$ cat src/rtl/usb_rx_pkg.sv
// ============================================================================
// usb_rx_pkg
// Shared USB receive-path types and CRC16 constants (FSM state encoding,
// polynomial, seed and good-packet residual).
// Rev 1.0 - initial release
// ============================================================================
`default_nettype none

package usb_rx_pkg;

  typedef enum logic [1:0] {
    DCRC_IDLE  = 2'd0,
    DCRC_ACCUM = 2'd1,
    DCRC_CHECK = 2'd2
  } dcrc_state_t;

  localparam logic [15:0] USB_CRC16_POLY  = 16'h8005;
  localparam logic [15:0] USB_CRC16_INIT  = 16'hFFFF;
  localparam logic [15:0] USB_CRC16_RESID = 16'h800D;

endpackage

`default_nettype wire

$ cat src/rtl/usb_dcrc16_check_if.sv
// ============================================================================
// usb_dcrc16_check_if
// Bit-stream / verdict bundle between the RX datapath and the DATA CRC16
// checker. With USB_DCRC_ERRCNT_EN defined it also carries the error counter
// and its clear.
// Rev 1.0 - initial release
// ============================================================================
`default_nettype none

interface usb_dcrc16_check_if #(
  parameter int CNT_W = 11
) ();

  logic             dcrc_enable;
  logic             rx_bit;
  logic             dcrc_clear;
  logic             eop;
  logic [15:0]      crc_value;
  logic [CNT_W-1:0] bit_count;
  logic             crc_done;
  logic             crc_ok;
  logic             crc_err;
`ifdef USB_DCRC_ERRCNT_EN
  logic [7:0]       err_count;
  logic             err_count_clr;

  modport master (
    output dcrc_enable, rx_bit, dcrc_clear, eop, err_count_clr,
    input  crc_value, bit_count, crc_done, crc_ok, crc_err, err_count
  );

  modport slave (
    input  dcrc_enable, rx_bit, dcrc_clear, eop, err_count_clr,
    output crc_value, bit_count, crc_done, crc_ok, crc_err, err_count
  );
`else
  modport master (
    output dcrc_enable, rx_bit, dcrc_clear, eop,
    input  crc_value, bit_count, crc_done, crc_ok, crc_err
  );

  modport slave (
    input  dcrc_enable, rx_bit, dcrc_clear, eop,
    output crc_value, bit_count, crc_done, crc_ok, crc_err
  );
`endif

endinterface

`default_nettype wire

$ cat src/rtl/usb_crc16_shift.sv
// ============================================================================
// usb_crc16_shift
// Combinational single-bit step of the USB CRC16 (x^16+x^15+x^2+1) register.
// Shared between the RX checker and the TX CRC generator.
// Rev 1.0 - initial release
// ============================================================================
`default_nettype none

module usb_crc16_shift
  import usb_rx_pkg::*;
(
  input  logic [15:0] crc_i,
  input  logic        bit_i,
  output logic [15:0] crc_o
);

  logic fb;

  assign fb    = crc_i[15] ^ bit_i;
  assign crc_o = {crc_i[14:0], 1'b0} ^ (fb ? USB_CRC16_POLY : 16'h0000);

endmodule

`default_nettype wire

$ cat src/rtl/usb_dcrc16_check.sv
// ============================================================================
// usb_dcrc16_check
// Serial USB DATA-packet CRC16 checker. Accumulates unstuffed data bits
// between dcrc_clear and eop, then issues a one-cycle crc_done with a sticky
// crc_ok / crc_err verdict for the RX controller.
// Optional feature macro: USB_DCRC_ERRCNT_EN (saturating failed-packet count).
// Rev 1.0 - initial release
// ============================================================================
`default_nettype none

module usb_dcrc16_check
  import usb_rx_pkg::*;
#(
  parameter int          CNT_W     = 11,
  parameter logic [15:0] CRC_INIT  = USB_CRC16_INIT,
  parameter logic [15:0] CRC_RESID = USB_CRC16_RESID
) (
  input  logic              clk,
  input  logic              n_rst,
  usb_dcrc16_check_if.slave bus
);

  localparam logic [CNT_W-1:0] MIN_BITS = CNT_W'(16);
  localparam logic [CNT_W-1:0] CNT_MAX  = {CNT_W{1'b1}};

  dcrc_state_t      state_q, state_d;
  logic [15:0]      crc_q, crc_d, crc_shift;
  logic [CNT_W-1:0] cnt_q, cnt_d;
  logic             done_q, done_d;
  logic             ok_q, ok_d;
  logic             err_q, err_d;

  usb_crc16_shift u_shift (
    .crc_i (crc_q),
    .bit_i (bus.rx_bit),
    .crc_o (crc_shift)
  );

  // Next-state, CRC/count update and verdict; the verdict is taken from the
  // post-shift values so a bit arriving with eop is included.
  always_comb begin
    state_d = state_q;
    crc_d   = crc_q;
    cnt_d   = cnt_q;
    done_d  = 1'b0;
    ok_d    = ok_q;
    err_d   = err_q;
    if (bus.dcrc_clear) begin
      state_d = DCRC_ACCUM;
      crc_d   = CRC_INIT;
      cnt_d   = '0;
      ok_d    = 1'b0;
      err_d   = 1'b0;
    end else begin
      case (state_q)
        DCRC_IDLE: begin
          state_d = DCRC_IDLE;
        end
        DCRC_ACCUM: begin
          if (bus.dcrc_enable) begin
            crc_d = crc_shift;
            if (cnt_q != CNT_MAX) cnt_d = cnt_q + 1'b1;
          end
          if (bus.eop) begin
            state_d = DCRC_CHECK;
            done_d  = 1'b1;
            // A saturated count is never a byte multiple, but reject it
            // explicitly so the rule holds for any CNT_W.
            ok_d    = (crc_d == CRC_RESID) && (cnt_d >= MIN_BITS) &&
                      (cnt_d[2:0] == 3'b000) && (cnt_d != CNT_MAX);
            err_d   = ~ok_d;
          end
        end
        DCRC_CHECK: begin
          state_d = DCRC_IDLE;
        end
        default: begin
          state_d = DCRC_IDLE;
        end
      endcase
    end
  end

  // State, accumulator and verdict registers; reset clears everything at once.
  always_ff @(posedge clk or negedge n_rst) begin
    if (!n_rst) begin
      state_q <= DCRC_IDLE;
      crc_q   <= CRC_INIT;
      cnt_q   <= '0;
      done_q  <= 1'b0;
      ok_q    <= 1'b0;
      err_q   <= 1'b0;
    end else begin
      state_q <= state_d;
      crc_q   <= crc_d;
      cnt_q   <= cnt_d;
      done_q  <= done_d;
      ok_q    <= ok_d;
      err_q   <= err_d;
    end
  end

  assign bus.crc_value = crc_q;
  assign bus.bit_count = cnt_q;
  assign bus.crc_done  = done_q;
  assign bus.crc_ok    = ok_q;
  assign bus.crc_err   = err_q;

`ifdef USB_DCRC_ERRCNT_EN
  logic [7:0] errcnt_q, errcnt_d;

  // Count failed verdicts; an increment in the same cycle beats the clear.
  always_comb begin
    errcnt_d = errcnt_q;
    if (done_d && err_d) begin
      if (errcnt_q != 8'hFF) errcnt_d = errcnt_q + 8'd1;
    end else if (bus.err_count_clr) begin
      errcnt_d = 8'h00;
    end
  end

  // Error counter register, cleared only by reset or err_count_clr.
  always_ff @(posedge clk or negedge n_rst) begin
    if (!n_rst) errcnt_q <= 8'h00;
    else        errcnt_q <= errcnt_d;
  end

  assign bus.err_count = errcnt_q;
`endif

endmodule

`default_nettype wire

$ cat src/flat_wrapper.sv
// flat-port wrapper written by rule: the top's interface ports become plain ports
module usb_dcrc16_check_flat import usb_rx_pkg::*;
#(
  parameter int          CNT_W     = 11,
  parameter logic [15:0] CRC_INIT  = USB_CRC16_INIT,
  parameter logic [15:0] CRC_RESID = USB_CRC16_RESID
)
  (clk, n_rst, bus_dcrc_enable, bus_rx_bit, bus_dcrc_clear, bus_eop, bus_crc_value, bus_bit_count, bus_crc_done, bus_crc_ok, bus_crc_err);
  usb_dcrc16_check_if #(.CNT_W(CNT_W)) bus_i ();
  input  logic clk;
  input  logic n_rst;
  input wire logic [$bits(bus_i.dcrc_enable)-1:0] bus_dcrc_enable;
  input wire logic [$bits(bus_i.rx_bit)-1:0] bus_rx_bit;
  input wire logic [$bits(bus_i.dcrc_clear)-1:0] bus_dcrc_clear;
  input wire logic [$bits(bus_i.eop)-1:0] bus_eop;
  output wire logic [$bits(bus_i.crc_value)-1:0] bus_crc_value;
  output wire logic [$bits(bus_i.bit_count)-1:0] bus_bit_count;
  output wire logic [$bits(bus_i.crc_done)-1:0] bus_crc_done;
  output wire logic [$bits(bus_i.crc_ok)-1:0] bus_crc_ok;
  output wire logic [$bits(bus_i.crc_err)-1:0] bus_crc_err;
  assign bus_i.dcrc_enable = bus_dcrc_enable;
  assign bus_i.rx_bit = bus_rx_bit;
  assign bus_i.dcrc_clear = bus_dcrc_clear;
  assign bus_i.eop = bus_eop;
  assign bus_crc_value = bus_i.crc_value;
  assign bus_bit_count = bus_i.bit_count;
  assign bus_crc_done = bus_i.crc_done;
  assign bus_crc_ok = bus_i.crc_ok;
  assign bus_crc_err = bus_i.crc_err;
  usb_dcrc16_check #(.CNT_W(CNT_W), .CRC_INIT(CRC_INIT), .CRC_RESID(CRC_RESID)) u_core (.clk(clk), .n_rst(n_rst), .bus(bus_i));
endmodule
$ cat config.mk
export PLATFORM = sky130hd
export DESIGN_NAME = usb_dcrc16_check_flat
export DESIGN_NICKNAME = d
export VERILOG_FILES = /design/src/rtl/usb_rx_pkg.sv /design/src/rtl/usb_dcrc16_check_if.sv /design/src/rtl/usb_crc16_shift.sv /design/src/rtl/usb_dcrc16_check.sv /design/src/flat_wrapper.sv
export SDC_FILE = /design/constraint.sdc
export NUM_CORES = 1
export LEC_CHECK = 0
export CORE_MARGIN = 2
export CORE_UTILIZATION = 46
export CTS_CLUSTER_DIAMETER = 120
export DETAILED_ROUTE_END_ITERATION = 10
export HOLD_SLACK_MARGIN = 0.08
export PLACE_DENSITY = 0.75
export SLEW_MARGIN = 20
export SYNTH_ARGS = -nofsm -noshare
export SYNTH_HDL_FRONTEND = slang
export SYNTH_SLANG_ARGS = --single-unit
export TNS_END_PERCENT = 100
$ cat constraint.sdc
create_clock -name clk -period 2 [get_ports clk]
set_input_delay 0.2 -clock clk [delete_from_list [all_inputs] [get_ports clk]]
set_output_delay 0.2 -clock clk [all_outputs]
set_load 0.03 [all_outputs]
==> flow_results.org <==
** Global routing
- The number of global-route vias before repair is ~1,600.
- Remaining global-route overflow :: 0
- The first global-routing pass estimated 7.69 mm of wire.
- In the global route stage, overall resource usage came out at approximately a quarter.
- Entering global routing, the biggest net connects 33 pins.
- The initial antenna violation count is 0.

** STA
- Max-slew violation count :: 0
- Setup total negative slack on the finished layout was measured at 0 ns.
- For this run, the top clock speed supported by timing is 0.531 GHz.
- Final hold violations :: 0
- Crit share post-route :: 94.2%
- At the pin with the least slew margin, the transition time is ~0.4 ns.
- Measured against its own limit, the worst slew margin works out to 73.8%.
- Number of endpoints failing setup at the final stage :: 0
- Setup slack closes at 0.117 ns.
- Setup repair after global routing left no endpoint under its margin.
- Time the final worst path needs with I/O delays and setup :: between 1.5 and 2 ns
- Clock Skew :: between 0.005 and 0.006 ns

** Finish
- Count of nets after finishing :: between 200 and 300
- Top library cells by usage in the layout, fill and taps aside :: sky130_fd_sc_hd__nand2_1 (36), sky130_fd_sc_hd__clkdlybuf4s50_1 (35), sky130_fd_sc_hd__buf_4 (33)
- Fraction of final layout cells with drive strength greater than 1 :: about 28%
- Once layout is complete, the utilization of the core stands at between 60 and 70%.
- Layout-stage area growth over the synthesis result :: 41.5%
- 0 antenna diodes ended up in the layout.
- Leading cell type in the layout, fill and taps excluded :: sky130_fd_sc_hd__nand2_1

** Floorplan
- The floorplan step defined a die boundary enclosing about 4400 um2.
- Num ports :: 36
- Die X :: approximately 66 um
- In this run the standard cell core region covers between 3000 and 4000 um2.
- Chip height :: roughly 66 um
- Starting density of the core :: about half
- Standard-cell rows :: 22

** Yosys
- Adder-cell area share of the yosys netlist :: less than 1%
- Synth Net Count :: ~200
- By area the synthesized netlist is led by sky130_fd_sc_hd__dfstp_2 (24%), sky130_fd_sc_hd__dfrtp_1 (22%), sky130_fd_sc_hd__nand2_1 (7.6%).
- sky130_fd_sc_hd__dfstp_2 takes more of the synthesized area than any other cell.
- The synthesized netlist devotes about 4.4% of its cell area to XOR and XNOR gates.
- The synthesized design contains 0 enable-type register cells.
- A synthesized cell averages around 9 um2.
- Post-synthesis cell count :: 194
- The synthesized netlist devotes 10.8% of its cell area to compound gates.
- Yosys printed 0 warnings.
- The top cell type by area accounts for 23.5% of the synthesized area.
- Top flip-flop cell by instance count after synthesis :: sky130_fd_sc_hd__dfstp_2
- Combinational family with the most area after synthesis :: simple AND/OR/NAND/NOR gates
- The synthesized netlist devotes roughly a third of its cell area to simple gates.
- Sequential elements use between 40% and 50% of the synthesized area.
- Number of flip-flops and latches in the synthesized netlist :: 32
- Number of different library cells in the post-synthesis netlist :: between 40 and 50
- Synthesized area :: 1790 um2
- Multiplexer share of the synthesized area :: 2.24%
- Proportion of register bits with asynchronous set or reset after synthesis :: 100%

** Route
- Post-DR vias/cell :: between 5 and 6
- Router iterations before antenna repair :: 4
- First DRT Iteration DRCs :: 110
- Total DRC errors in the routed layout :: 0
- Antenna viol nets, final :: 0
- After detailed routing, the average wire length per cell comes to about 15 um.
- Total wire length after detailed routing :: around 4.6 mm
- Count of vias placed by the detailed router :: around 1,700

** Worst setup path
- For the worst flop-to-flop path, the logic depth is 5.
- By startpoint and endpoint, the worst setup path is classified as flip-flop to flip-flop.
- Worst path required time :: about 2.2 ns
- Tracing the worst setup path back leads to its startpoint at u_core.state_q[1]$_DFFE_PN0P_.
- Critical path arrival :: 2.07 ns
- Crit start category :: flip-flop
- Maximum fanout along the worst path :: 2
- Slack of the worst reg-to-reg path :: around 0.12 ns
- The worst setup path is captured at a flip-flop.
- In this run the critical register-to-register path is launched from u_core.state_q[1]$_DFFE_PN0P_.

** Power
- IR Drop Worst-Case VDD :: approximately 530 uV
- Dividing total power by cell area gives a power density of ~670 nW/um2.
- Standby leakage power :: around 1.1 nW

** Clocking
- Clock Pin Slew Worst Setup and Hold Paths :: 0.07 ns
- CTS HTree Levels :: 2
- Buffers inserted during clock tree synthesis total 5.
- For this design, the CTS-stage hold fixing added 0 buffers.
- TritonCTS built the clock tree.
- Post-CTS timing repair inserted 0 buffers for setup.
- Cell chosen for the clock root :: sky130_fd_sc_hd__clkbuf_8
- Skew-Pair Late Insertion Delay :: about 0.29 ns
- CTS sink cnt :: 32
- The clock passes through at most 2 buffers.

** Placed design
- Final GP Congestion :: between 0.8 and 0.9
- Before CTS, the worst setup slack after placement is -0.248 ns.
- After legalization and detailed placement, the total HPWL measured around 3.3 mm.
- Input and output buffers added on the ports amount to 35.

** Outcome
- Run status :: completed

** Hold path
- The min-delay analysis places its worst path in the category input port to async pin.

** Flow run
- Max-cap violations in this run came to 0.
==> per-stage QoR <==
stage          total power, mW  hold WS (ns)  area, um2  cells
6_report                  1.70         0.303       2530    308
5_1_grt                   1.77         0.349       2530    308
4_1_cts                   1.71         0.320       2530    308
3_5_place_dp              1.10         0.511       2420    300
3_3_place_gp              1.10         0.502       2420    300
2_1_floorplan            0.935       -0.0956       1810    194
==> timing repair <==
action | 4_1_cts | 5_1_grt
gates resized for setup | 0 | 1
endpoints found under the hold margin | 0 | 0
endpoints found under the setup margin | 0 | 2
==> cells in the mapped netlist, types with 2 or more instances <==
master,n
sky130_fd_sc_hd__nor2_1,20
sky130_fd_sc_hd__xnor2_1,5
sky130_fd_sc_hd__inv_1,2
sky130_fd_sc_hd__o21ai_0,4
sky130_fd_sc_hd__and3_1,5
sky130_fd_sc_hd__dfrtp_1,16
sky130_fd_sc_hd__nand3_1,6
sky130_fd_sc_hd__dfstp_2,16
sky130_fd_sc_hd__a211oi_1,2
sky130_fd_sc_hd__a311oi_1,2
sky130_fd_sc_hd__nor3_1,6
sky130_fd_sc_hd__nand4_1,4
sky130_fd_sc_hd__a211o_1,2
sky130_fd_sc_hd__nand3b_1,16
sky130_fd_sc_hd__buf_2,4
sky130_fd_sc_hd__and4_1,2
sky130_fd_sc_hd__nor4_1,3
sky130_fd_sc_hd__nand2_1,36
sky130_fd_sc_hd__mux2i_1,4
sky130_fd_sc_hd__a2111o_1,2
sky130_fd_sc_hd__a31oi_1,3
sky130_fd_sc_hd__a21oi_1,4
sky130_fd_sc_hd__xor2_1,4
sky130_fd_sc_hd__clkbuf_1,5
==> worst paths after layout <==
| path | to |
|---|---|
| worst max-delay path | u_core.bus.crc_err$_DFFE_PN0P_ |
| worst min-delay path | u_core.bus.crc_done$_DFF_PN0_ |
| worst max register to register | u_core.bus.crc_err$_DFFE_PN0P_ |
| worst min register to register | u_core.bus.crc_value[3]$_DFFE_PN1N_ |
| max in group asynchronous | u_core.bus.crc_value[3]$_DFFE_PN1N_ |
| min in group clk | u_core.bus.crc_value[3]$_DFFE_PN1N_ |
==> cells by family after synthesis <==
group / count (synthesis)
flip-flops: 32
buffers and inverters: 12
adder cells (fa/ha/maj): 1
AND/OR/NAND/NOR: 110
XOR/XNOR: 9
multiplexers: 4
AO/OA/AOI/OAI: 26
==> routing by layer <==
layer,vias up,wire length (um),global-route usage (%)
met3,11,268,5.62
met5,-,0,0
met4,0,89,8.93
li1,817,-,-
met2,54,2150,35.3
met1,837,2060,32.4
==> power by group <==
group	switching [mW]	total, mW	internal (mW)	leakage [nW]
Clock	0.237	0.606	0.369	0.0552
Combinational	0.188	0.340	0.152	0.669
Sequential	0.0466	0.752	0.705	0.371
==> state kept, by name (all words and copies together) (netlist names) <==
| register | flops |
|---|---|
| u_core.bus.crc_value | 16 |
| u_core.bus.bit_count | 11 |
| u_core.state_q | 2 |
| u_core.bus.crc_done | 1 |
| u_core.bus.crc_err | 1 |
| u_core.bus.crc_ok | 1 |
==> final cells by class <==
| class | instances | area, um2 |
|---|---|---|
| Clock buffer | 6 | 72.6 |
| Sequential cell | 32 | 833 |
| Multi-Input combinational cell | 150 | 922 |
| Timing Repair Buffer | 68 | 598 |
| Clock inverter | 2 | 35.0 |
| Fill cell | 312 | 1160 |
| Inverter | 2 | 7.51 |
| Tap cell | 48 | 60.1 |
==> worst max-delay path: stages (launching register included) <==
cell and delay [ns]:
sky130_fd_sc_hd__dfrtp_1 0.38, sky130_fd_sc_hd__nand3b_4 0.16, sky130_fd_sc_hd__or4_1 0.39, sky130_fd_sc_hd__a2111o_1 0.34, sky130_fd_sc_hd__a2111o_1 0.32, sky130_fd_sc_hd__o21a_1 0.18
Note: power is estimated with default switching activity, not from simulation.
